File: config.mk
export PLATFORM = sky130hd
export DESIGN_NAME = sap1_datapath
export DESIGN_NICKNAME = d
export VERILOG_FILES = /design/src/rtl/sap1_pkg.sv /design/src/rtl/sap1_ram16x8.sv /design/src/rtl/sap1_datapath.sv
export SDC_FILE = /design/constraint.sdc
export NUM_CORES = 1
export LEC_CHECK = 0
export ABC_AREA = 0
export BUFFER_PORTS_ARGS = -buffer_cell sky130_fd_sc_hd__buf_2
export CAP_MARGIN = 20
export CORE_ASPECT_RATIO = 2
export CORE_MARGIN = 5
export CORE_UTILIZATION = 65
export CTS_BUF_LIST = sky130_fd_sc_hd__clkbuf_2 sky130_fd_sc_hd__clkbuf_4 sky130_fd_sc_hd__clkbuf_8
export DETAILED_ROUTE_END_ITERATION = 12
export GPL_TIMING_DRIVEN = 0
export PLACE_DENSITY_LB_ADDON = 0.15
export SYNTH_ARGS = -nofsm -noshare
export SYNTH_HDL_FRONTEND = slang
export SYNTH_SLANG_ARGS = --single-unit
File: constraint.sdc
create_clock -name clk -period 8.1 [get_ports clk]
set_input_delay 2.43 -clock clk [delete_from_list [all_inputs] [get_ports clk]]
set_output_delay 2.43 -clock clk [all_outputs]
set_load 0.1 [all_outputs]
File: src/rtl/sap1_pkg.sv
// sap1_pkg: constants shared by the SAP-1 control block and datapath.
//   - bit positions of the 15-bit control word (MSB C_P .. LSB /L_O)
//   - opcode encodings carried in ir[7:4]
//   - the all-deasserted control word (pure hold)
//   - helper that counts how many W-bus drivers a control word enables
package sap1_pkg;

  localparam int CTRL_W = 15;

  localparam int SIG_PC_INC     = 14;  // C_P
  localparam int SIG_PC_EN      = 13;  // E_P
  localparam int SIG_PC_LOAD    = 12;  // L_P
  localparam int SIG_MAR_LOAD_N = 11;  // /L_MA
  localparam int SIG_MDR_LOAD_N = 10;  // /L_MD
  localparam int SIG_RAM_EN_N   = 9;   // /CE
  localparam int SIG_RAM_LOAD_N = 8;   // /L_R
  localparam int SIG_IR_LOAD_N  = 7;   // /L_I
  localparam int SIG_IR_EN_N    = 6;   // /E_I
  localparam int SIG_A_LOAD_N   = 5;   // /L_A
  localparam int SIG_A_EN       = 4;   // E_A
  localparam int SIG_SUB        = 3;   // S_U
  localparam int SIG_ALU_EN     = 2;   // E_U
  localparam int SIG_B_LOAD_N   = 1;   // /L_B
  localparam int SIG_OUT_LOAD_N = 0;   // /L_O

  typedef enum logic [3:0] {
    OP_HLT = 4'h0,
    OP_OUT = 4'h1,
    OP_ADD = 4'h2,
    OP_SUB = 4'h3,
    OP_LDA = 4'h4,
    OP_STA = 4'h5,
    OP_LDI = 4'h6,
    OP_JMP = 4'h7
  } opcode_e;

  localparam logic [CTRL_W-1:0] CTRL_IDLE = 15'b000111111100011;

  // Number of enabled bus drivers; active-low enables are inverted first.
  function automatic logic [2:0] bus_driver_count(input logic [CTRL_W-1:0] c);
    return {2'b00, c[SIG_PC_EN]}
         + {2'b00, ~c[SIG_RAM_EN_N]}
         + {2'b00, ~c[SIG_IR_EN_N]}
         + {2'b00, c[SIG_A_EN]}
         + {2'b00, c[SIG_ALU_EN]};
  endfunction

endpackage

File: src/rtl/sap1_ram16x8.sv
// sap1_ram16x8: SAP-1 program/data memory.
//   clk      : write clock
//   we_i     : write enable (already muxed between program load and /L_R)
//   waddr_i  : write address
//   wdata_i  : write data
//   raddr_i  : asynchronous read address (MAR)
//   rdata_o  : asynchronous read data
// Contents survive reset so a loaded program is kept across resets.
module sap1_ram16x8 #(
  parameter int DATA_W = 8,
  parameter int ADDR_W = 4
) (
  input  logic              clk,
  input  logic              we_i,
  input  logic [ADDR_W-1:0] waddr_i,
  input  logic [DATA_W-1:0] wdata_i,
  input  logic [ADDR_W-1:0] raddr_i,
  output logic [DATA_W-1:0] rdata_o
);

  logic [DATA_W-1:0] mem_q [2**ADDR_W];

  always_ff @(posedge clk) begin
    if (we_i) mem_q[waddr_i] <= wdata_i;
  end

  assign rdata_o = mem_q[raddr_i];

endmodule

File: src/rtl/sap1_datapath.sv
// sap1_datapath: SAP-1 datapath consuming the 15-bit control word.
//   clk          : system clock, all state updates on posedge
//   resetn       : asynchronous active-low reset (RAM contents kept)
//   ctrl         : control word C_P,E_P,L_P,/L_MA,/L_MD,/CE,/L_R,/L_I,/E_I,/L_A,E_A,S_U,E_U,/L_B,/L_O
//   opcode       : ir[7:4] back to the control block
//   out_data     : output register
//   out_valid    : one-cycle pulse after the output register loads
//   prog_we/addr/data : program-load write port, wins over /L_R
//   bus_dbg      : combinational W-bus value
//   bus_conflict : sticky multi-driver flag
// Optional feature: define SAP1_DP_CONTENTION_CHK_EN to build the bus
// contention detector; otherwise bus_conflict is tied low.
module sap1_datapath
  import sap1_pkg::*;
#(
  parameter int DATA_W = 8,
  parameter int ADDR_W = 4
) (
  input  logic              clk,
  input  logic              resetn,
  input  logic [CTRL_W-1:0] ctrl,
  output logic [3:0]        opcode,
  output logic [DATA_W-1:0] out_data,
  output logic              out_valid,
  input  logic              prog_we,
  input  logic [ADDR_W-1:0] prog_addr,
  input  logic [DATA_W-1:0] prog_data,
  output logic [DATA_W-1:0] bus_dbg,
  output logic              bus_conflict
);

  logic [ADDR_W-1:0] pc_q, pc_d;
  logic [ADDR_W-1:0] mar_q, mar_d;
  logic [DATA_W-1:0] mdr_q, mdr_d;
  logic [DATA_W-1:0] ir_q, ir_d;
  logic [DATA_W-1:0] a_q, a_d;
  logic [DATA_W-1:0] b_q, b_d;
  logic [DATA_W-1:0] out_q, out_d;
  logic              out_valid_q, out_valid_d;

  logic [DATA_W-1:0] bus;
  logic [DATA_W-1:0] alu_res;
  logic [DATA_W-1:0] ram_rdata;
  logic              ram_we;
  logic [ADDR_W-1:0] ram_waddr;
  logic [DATA_W-1:0] ram_wdata;

  // Subtraction as two's-complement add so one adder serves both.
  assign alu_res = ctrl[SIG_SUB] ? (a_q + ~b_q + DATA_W'(1)) : (a_q + b_q);

  always_comb begin
    bus = '0;
    if (ctrl[SIG_PC_EN])          bus = {{(DATA_W-ADDR_W){1'b0}}, pc_q};
    else if (!ctrl[SIG_RAM_EN_N]) bus = ram_rdata;
    else if (!ctrl[SIG_IR_EN_N])  bus = {{(DATA_W-4){1'b0}}, ir_q[3:0]};
    else if (ctrl[SIG_A_EN])      bus = a_q;
    else if (ctrl[SIG_ALU_EN])    bus = alu_res;
  end

  always_comb begin
    pc_d = pc_q;
    if (ctrl[SIG_PC_LOAD])     pc_d = bus[ADDR_W-1:0];
    else if (ctrl[SIG_PC_INC]) pc_d = pc_q + ADDR_W'(1);

    mar_d       = ctrl[SIG_MAR_LOAD_N] ? mar_q : bus[ADDR_W-1:0];
    mdr_d       = ctrl[SIG_MDR_LOAD_N] ? mdr_q : bus;
    ir_d        = ctrl[SIG_IR_LOAD_N]  ? ir_q  : bus;
    a_d         = ctrl[SIG_A_LOAD_N]   ? a_q   : bus;
    b_d         = ctrl[SIG_B_LOAD_N]   ? b_q   : bus;
    out_d       = ctrl[SIG_OUT_LOAD_N] ? out_q : bus;
    out_valid_d = ~ctrl[SIG_OUT_LOAD_N];
  end

  always_ff @(posedge clk or negedge resetn) begin
    if (!resetn) begin
      pc_q        <= '0;
      mar_q       <= '0;
      mdr_q       <= '0;
      ir_q        <= '0;
      a_q         <= '0;
      b_q         <= '0;
      out_q       <= '0;
      out_valid_q <= 1'b0;
    end else begin
      pc_q        <= pc_d;
      mar_q       <= mar_d;
      mdr_q       <= mdr_d;
      ir_q        <= ir_d;
      a_q         <= a_d;
      b_q         <= b_d;
      out_q       <= out_d;
      out_valid_q <= out_valid_d;
    end
  end

  // Program loading owns the write port; a coincident /L_R store is dropped.
  assign ram_we    = prog_we | ~ctrl[SIG_RAM_LOAD_N];
  assign ram_waddr = prog_we ? prog_addr : mar_q;
  assign ram_wdata = prog_we ? prog_data : mdr_q;

  sap1_ram16x8 #(
    .DATA_W (DATA_W),
    .ADDR_W (ADDR_W)
  ) u_ram (
    .clk     (clk),
    .we_i    (ram_we),
    .waddr_i (ram_waddr),
    .wdata_i (ram_wdata),
    .raddr_i (mar_q),
    .rdata_o (ram_rdata)
  );

`ifdef SAP1_DP_CONTENTION_CHK_EN
  logic conflict_q;

  always_ff @(posedge clk or negedge resetn) begin
    if (!resetn) begin
      conflict_q <= 1'b0;
    end else if (bus_driver_count(ctrl) > 3'd1) begin
      conflict_q <= 1'b1;
    end
  end

  assign bus_conflict = conflict_q;
`else
  assign bus_conflict = 1'b0;
`endif

  assign opcode    = ir_q[DATA_W-1 -: 4];
  assign out_data  = out_q;
  assign out_valid = out_valid_q;
  assign bus_dbg   = bus;

endmodule

==> metrics, run 1 <==
largest net degree at the start of global routing=50; setup_tns=0 ns; Ys Warns=0; DIE HEIGHT=167 um; Area growth syn-to-layout=10.2%; Slew HR=31.8%; GP Congestion=0.907; Root Driver=clkbuf_8; Worst Hold Class=flip-flop to flip-flop; Slew @ Worst Pin=1.02 ns; Critical Path Slowest Stage Cell=a2111oi_0; top-count cell post-synth=edfxtp_1; Sw Pwr=0.000935 W; die width=88.5 um; crit-path max FO=10; Power per Cell Area=284 nW/um^2; VDD IR max=0.217 mV; Seq pwr share=45.6%; Worst R2R Path Depth=10; Sink Count=177; vias per std cell=6.29; # IOs=52; Req. time, crit path=5.67 ns; Final Cycle Share=91.8%; fin. max-slew vios=0; post-synth cell types=58; WP data arrival=5.00 ns; Max Buffers Root-to-Sink=2; Clock Latency Late Sink=0.46 ns; Initial DRC Count=343; Setup Fix Bufs, Post-CTS=0; area of the die=14800 um^2; CP endpoint kind=output port; hold_buf cts=0; Setup Crit Path Kind=input port to output port; Worst-path clk slew=0.10 ns; Filler Cells Inserted=806; drt drc=0; Fmax=135 MHz; hpwl dp=13800 um; Antenna diodes=0; DR WL/cell=23.4 um; final net count=677; Synth area leaders=edfxtp_1 48%, dfrtp_1 15%, mux4_2 6.7%, mux4_1 3.6%, nand2_1 2.9%; Placed Instance Area=8430 um^2; RSZ-0062 raised after global routing=false; post-route minimum period=7.43 ns; reg2reg start=a_q[0]$_DFFE_PN0N_; fraction of layout instances using a drive strength above 1=21.8%; Netlist Area Pre-Place=8010 um^2; H-tree levels=4; number of synthesized flops with an enable pin=128; vias in the first global route=5198; Pre-antenna DRT Iters=7; Final Setup Violations=0; total congestion overflow=0; post-route cell area=8830 um^2; register bit total from synthesis=177; FF-to-FF End=a_q[6]$_DFFE_PN0N_; I/O Buffers=48; hold depth=2; Cell Int Power=0.00158 W; Worst Setup SP=ctrl[3]; CTS-repair resized insts=0; Commonest cells post-synth=128 x edfxtp_1, 62 x nand2_1, 49 x dfrtp_1; worst setup path end=bus_dbg[7]; total wire length=18500 um; Row Count=57; Clk network pwr share=22.7%; Post-synth ARST share=27.7%; leak pwr=3.36 nW; main flop type after synthesis=edfxtp_1; syn_nets=609; vias=4966; Startpoint Class=input port; cells after synthesis=561; Max-Cap Viols=0; Avg Cell Area, Syn=14.3 um^2; CP peak stage delay=0.68 ns; reg2reg setup slack=5.10 ns; antenna violations before repair=0; final clock skew=0.0155 ns; first-pass GRT wire length=28300 um; starting density of the core=66.1%; Core Area=12100 um^2; TritonCTS Buffers=17; crit path cell chain=buf_2, clkbuf_1, a2111oi_0, nand3_1, a21o_1, a211o_1, a31o_2, nand2_1, buf_2; top cell type's share of synthesized area=48.0%; sw frac=37.2%; Logic pwr share=31.7%; CP most frequent cell=buf_2; Hold Fails Final Rpt=0; sequential share of the synthesized area=63.3%; Yosys top cell by area=edfxtp_1; CTS tree=built; Total GRT Usage=26.7%; status=complete, no violations; Routed Antenna Nets=0
==> cell type report <==
type,instances,area (um^2),area share (%)
flip-flops and latches,177,5070,57.4
repair buffers,49,260,2.95
clock buffers,17,234,2.65
inverters,27,101,1.15
multi-input cells,326,2660,30.1
plain buffers,31,178,2.01
well taps,147,184,2.08
clock inverters,15,139,1.57
==> per-stage QoR <==
stage          hold WS (ns)  worst slack, ns  std cells  power, W  util, %
4_1_cts               0.492            0.730        788   0.00252     72.6
3_3_place_gp          0.459            0.751        756   0.00193     69.6
6_report              0.490            0.666        789   0.00251     72.8
3_5_place_dp          0.468            0.723        756   0.00196     69.6
2_1_floorplan         0.446             1.30        561   0.00174        -
5_1_grt               0.512            0.665        789   0.00262     72.8
==> state kept, by name, summed over array words and instances (netlist names) <==
signal       count
pc_q             4
a_q              8
ir_q             8
b_q              8
mar_q            4
u_ram.mem_q    128
out_data         8
out_valid        1
mdr_q            8
==> routing by layer <==
layer	track usage [%]	up-vias	share of wire (%)
met5	0	-	0
met4	15.7	0	6.2
met3	4.45	64	4.5
met2	47.9	188	57
met1	28.3	2461	33
li1	-	2253	-
==> worst max-delay path, delay by kind of cell <==
family	cells	cell delay (ns)
AOI/OAI and AO/OA	4	1.48
buffers and inverters	3	0.80
and+or+nand+nor	2	0.29
==> power by group through the flow <==
stage	registers [W]	clock network (W)	logic, W
after floorplan	0.00121	0	0.000528
after global placement	0.00116	0	0.000769
after detailed placement	0.00117	0	0.000792
after CTS	0.00115	0.000577	0.000796
after global routing	0.00116	0.000623	0.000846
final	0.00115	0.000570	0.000795
==> worst min-delay path by stage <==
stage / endpoint / slack (ns) / start
finish: out_data[5]$_DFFE_PN0N_ / 0.49 / out_data[5]$_DFFE_PN0N_
global route: out_data[0]$_DFFE_PN0N_ / 0.51 / out_data[0]$_DFFE_PN0N_
CTS: out_data[5]$_DFFE_PN0N_ / 0.49 / out_data[5]$_DFFE_PN0N_
detailed placement: out_data[5]$_DFFE_PN0N_ / 0.47 / out_data[5]$_DFFE_PN0N_
global placement: mdr_q[4]$_DFFE_PN0N_ / 0.46 / mdr_q[4]$_DFFE_PN0N_
floorplan: mdr_q[0]$_DFFE_PN0N_ / 0.45 / mdr_q[0]$_DFFE_PN0N_
==> placed cells by master (no fill, tap or decap), types with 3 or more instances in the layout <==
cell type / instances
clkbuf_8: 17
ha_1: 16
a31oi_1: 8
mux2i_1: 10
nor3_1: 5
o31a_1: 3
dfrtp_1: 49
a221oi_1: 4
inv_1: 27
o211ai_1: 4
edfxtp_1: 128
mux2_2: 15
inv_8: 4
buf_6: 4
buf_2: 52
o21ai_2: 3
inv_6: 5
nor2_1: 36
o21a_1: 4
clkbuf_1: 15
nor2b_1: 12
mux4_1: 11
o21ai_0: 42
a21oi_1: 13
mux4_2: 24
nand2b_1: 3
buf_4: 7
nand2_1: 62
nand3_1: 9
==> logic make-up (layout without fill, tap and decap cells) <==
family | count (synthesis) | count (layout) | synth area share (%)
flip-flops | 177 | 177 | 63.3
multiplexers | 60 | 60 | 13.7
AND/OR/NAND/NOR | 146 | 146 | 8.34
AO/OA/AOI/OAI | 99 | 99 | 7.90
buffers and inverters | 58 | 139 | 3.48
adder cells (fa/ha/maj) | 18 | 18 | 3.00
other | 1 | 1 | 0.0468
XOR/XNOR | 2 | 2 | 0.219
Note: power is estimated with default switching activity, not from simulation.
==> inputs of run 2 (changes only) <==
CORE_UTILIZATION = 57   (was 65)
clock period = 6.5 ns   (was 8.1 ns; I/O delays follow)
==> run 2 against run 1 <==
  * Flip-flop and latch count unchanged
  * Total power up 26%
  * Count of clock-buffer cells in the layout unchanged
  * Cell area up 0.94%
  * Hold slack better by 0.0085 ns
  * Via count about the same
  * Non-clock buffer count unchanged
  * Combinational power up 24%
  * Die area up 13%
  * Sequential power up 24%
  * Utilization down 8.7 points
  * Clock power up 32%
==> metrics, run 2 (synthesis results as in run 1) <==
Pre-antenna DRT Iters=7 (unchanged); Max-Cap Viols=0 (unchanged); Seq pwr share=45.1% (-0.5 points); Critical Path Slowest Stage Cell=a2111oi_0; area of the die=16700 um^2 (+13%); VDD IR max=0.230 mV (+6.1%); setup_tns=0 ns (unchanged); final clock skew=0.0121 ns (-0.00334 ns); Clk network pwr share=23.7% (+1.0 points); Slew @ Worst Pin=0.998 ns (-0.0217 ns); vias per std cell=5.97 (-5.1%); Final Util=64.1% (-8.7 points); CTS-repair resized insts=0 (unchanged); Clock Latency Late Sink=0.46 ns (about the same); CP peak stage delay=0.50 ns (-0.18 ns); Worst-path clk slew=0.09 ns (about the same); Root Driver=clkbuf_8; status=complete, no violations; vias=4965 (-0.020%); Req. time, crit path=4.55 ns (-1.12 ns); CP endpoint kind=output port; DIE HEIGHT=178 um (+6.4%); Final Cycle Share=97.2%; first-pass GRT wire length=28700 um (+1.4%); reg2reg setup slack=3.36 ns (-1.74 ns); I/O Buffers=48 (unchanged); Startpoint Class=input port; Setup Fix Bufs, Post-CTS=0 (unchanged); largest reg by FF count=u_ram.mem_q; GP Congestion=0.947 (+4.5%); largest net degree at the start of global routing=50 (unchanged); Core Area=13900 um^2 (+15%); Routed Antenna Nets=0 (unchanged); Worst Hold Class=flip-flop to flip-flop; vias in the first global route=5059 (-2.7%); H-tree levels=4 (unchanged); commonest non-fill, non-tap cell in the layout=edfxtp_1; fin. max-slew vios=0 (unchanged); DR WL/cell=22.6 um (-3.5%); post-route minimum period=6.32 ns; hold_buf cts=0 (unchanged); crit path cell chain=buf_2, clkbuf_1, a2111oi_0, nand3_1, a21o_1, a211o_1, a31o_2, nand2_1, buf_2; TritonCTS Buffers=17 (unchanged); leak pwr=3.38 nW (+0.46%); total wire length=18800 um (+1.6%); total congestion overflow=0 (unchanged); hpwl dp=14000 um (+1.7%); Final Setup Violations=0 (unchanged); Area growth syn-to-layout=11.2%; CTS tree=built; Sink Count=177 (unchanged); Initial DRC Count=350 (+2.0%); Cell Int Power=0.00200 W (+27%); Max Buffers Root-to-Sink=2 (unchanged); sw frac=36.8% (-0.40 points); Largest register FFs=128 (unchanged); commonest cells after routing, fill and taps aside=128 x edfxtp_1, 62 x nand2_1, 52 x buf_2; Power per Cell Area=356 nW/um^2 (+25%); fraction of layout instances using a drive strength above 1=21.8% (unchanged); Fmax=158 MHz; Total GRT Usage=23.9% (-2.9 points); worst hold slack=0.499 ns (+0.00845 ns); crit-path max FO=10 (unchanged); Hold Fails Final Rpt=0 (unchanged); Sw Pwr=0.00117 W (+25%); final net count=677 (unchanged); # IOs=52 (unchanged); Slew HR=33.2% (+1.5 points); CP most frequent cell=buf_2; Row Count=61 (+7.0%); starting density of the core=57.7% (-8.4 points); RSZ-0062 raised after global routing=false; Setup Crit Path Kind=input port to output port; Logic pwr share=31.1% (-0.6 points); antenna violations before repair=0 (unchanged); die width=93.8 um (+6.0%); drt drc=0 (unchanged); Antenna diodes=0 (unchanged); WP data arrival=4.37 ns (-0.63 ns)
-- run 2: path summary, 6_finish.rpt --
| path | end | depth (start not counted) | start |
|---|---|---|---|
| hold / removal | mdr_q[2]$_DFFE_PN0N_ | 2 | mdr_q[2]$_DFFE_PN0N_ |
| setup reg to reg | mdr_q[6]$_DFFE_PN0N_ | 10 | b_q[0]$_DFFE_PN0N_ |
| min in group asynchronous | ir_q[5]$_DFFE_PN0N_ | 1 | resetn |
| setup / recovery | bus_dbg[7] | 9 | ctrl[3] |
| max in group asynchronous | a_q[3]$_DFFE_PN0N_ | 2 | resetn |
| hold reg to reg | mdr_q[2]$_DFFE_PN0N_ | 2 | mdr_q[2]$_DFFE_PN0N_ |
-- run 2: cell type report --
cell class | count | area, um^2
buffer | 31 | 178
clock buffer | 17 | 234
clock inverter | 15 | 169
fill | 1060 | 4980
inverter | 27 | 101
multi-input combinational | 326 | 2660
sequential | 177 | 5070
tap | 189 | 236
timing repair buffer | 49 | 260
-- run 2: through the flow --
step,power (W),setup slack [ns],instances,instance area [um^2]
4_1_cts,0.00319,0.144,830,8890
3_5_place_dp,0.00244,0.126,798,8490
3_3_place_gp,0.00241,0.0698,798,8490
5_1_grt,0.00331,0.120,831,8910
2_1_floorplan,0.00217,0.656,561,8010
6_report,0.00317,0.185,831,8910
-- run 2: critical path, delay by kind of cell --
kind | cells | cell delay (ns)
and+or+nand+nor | 2 | 0.31
AOI/OAI and AO/OA | 4 | 1.29
buffers and inverters | 3 | 0.80
-- run 2: metal layers --
| metal | vias to the layer above | share of wire, % | track usage (%) | routed length, um |
|---|---|---|---|---|
| met4 | 0 | 4.3 | 10.7 | 814 |
| li1 | 2252 | - | - | - |
| met3 | 40 | 3.6 | 3.99 | 674 |
| met5 | - | 0 | 0 | 0 |
| met2 | 158 | 59 | 46.4 | 11100 |
| met1 | 2515 | 33 | 23.9 | 6220 |
-- run 2: power groups by stage --
stage	logic, W	clock network (W)	registers [W]
final	0.000987	0.000753	0.00143
after global routing	0.00106	0.000815	0.00144
after CTS	0.000990	0.000766	0.00143
after detailed placement	0.000986	0	0.00145
after global placement	0.000965	0	0.00145
after floorplan	0.000658	0	0.00151
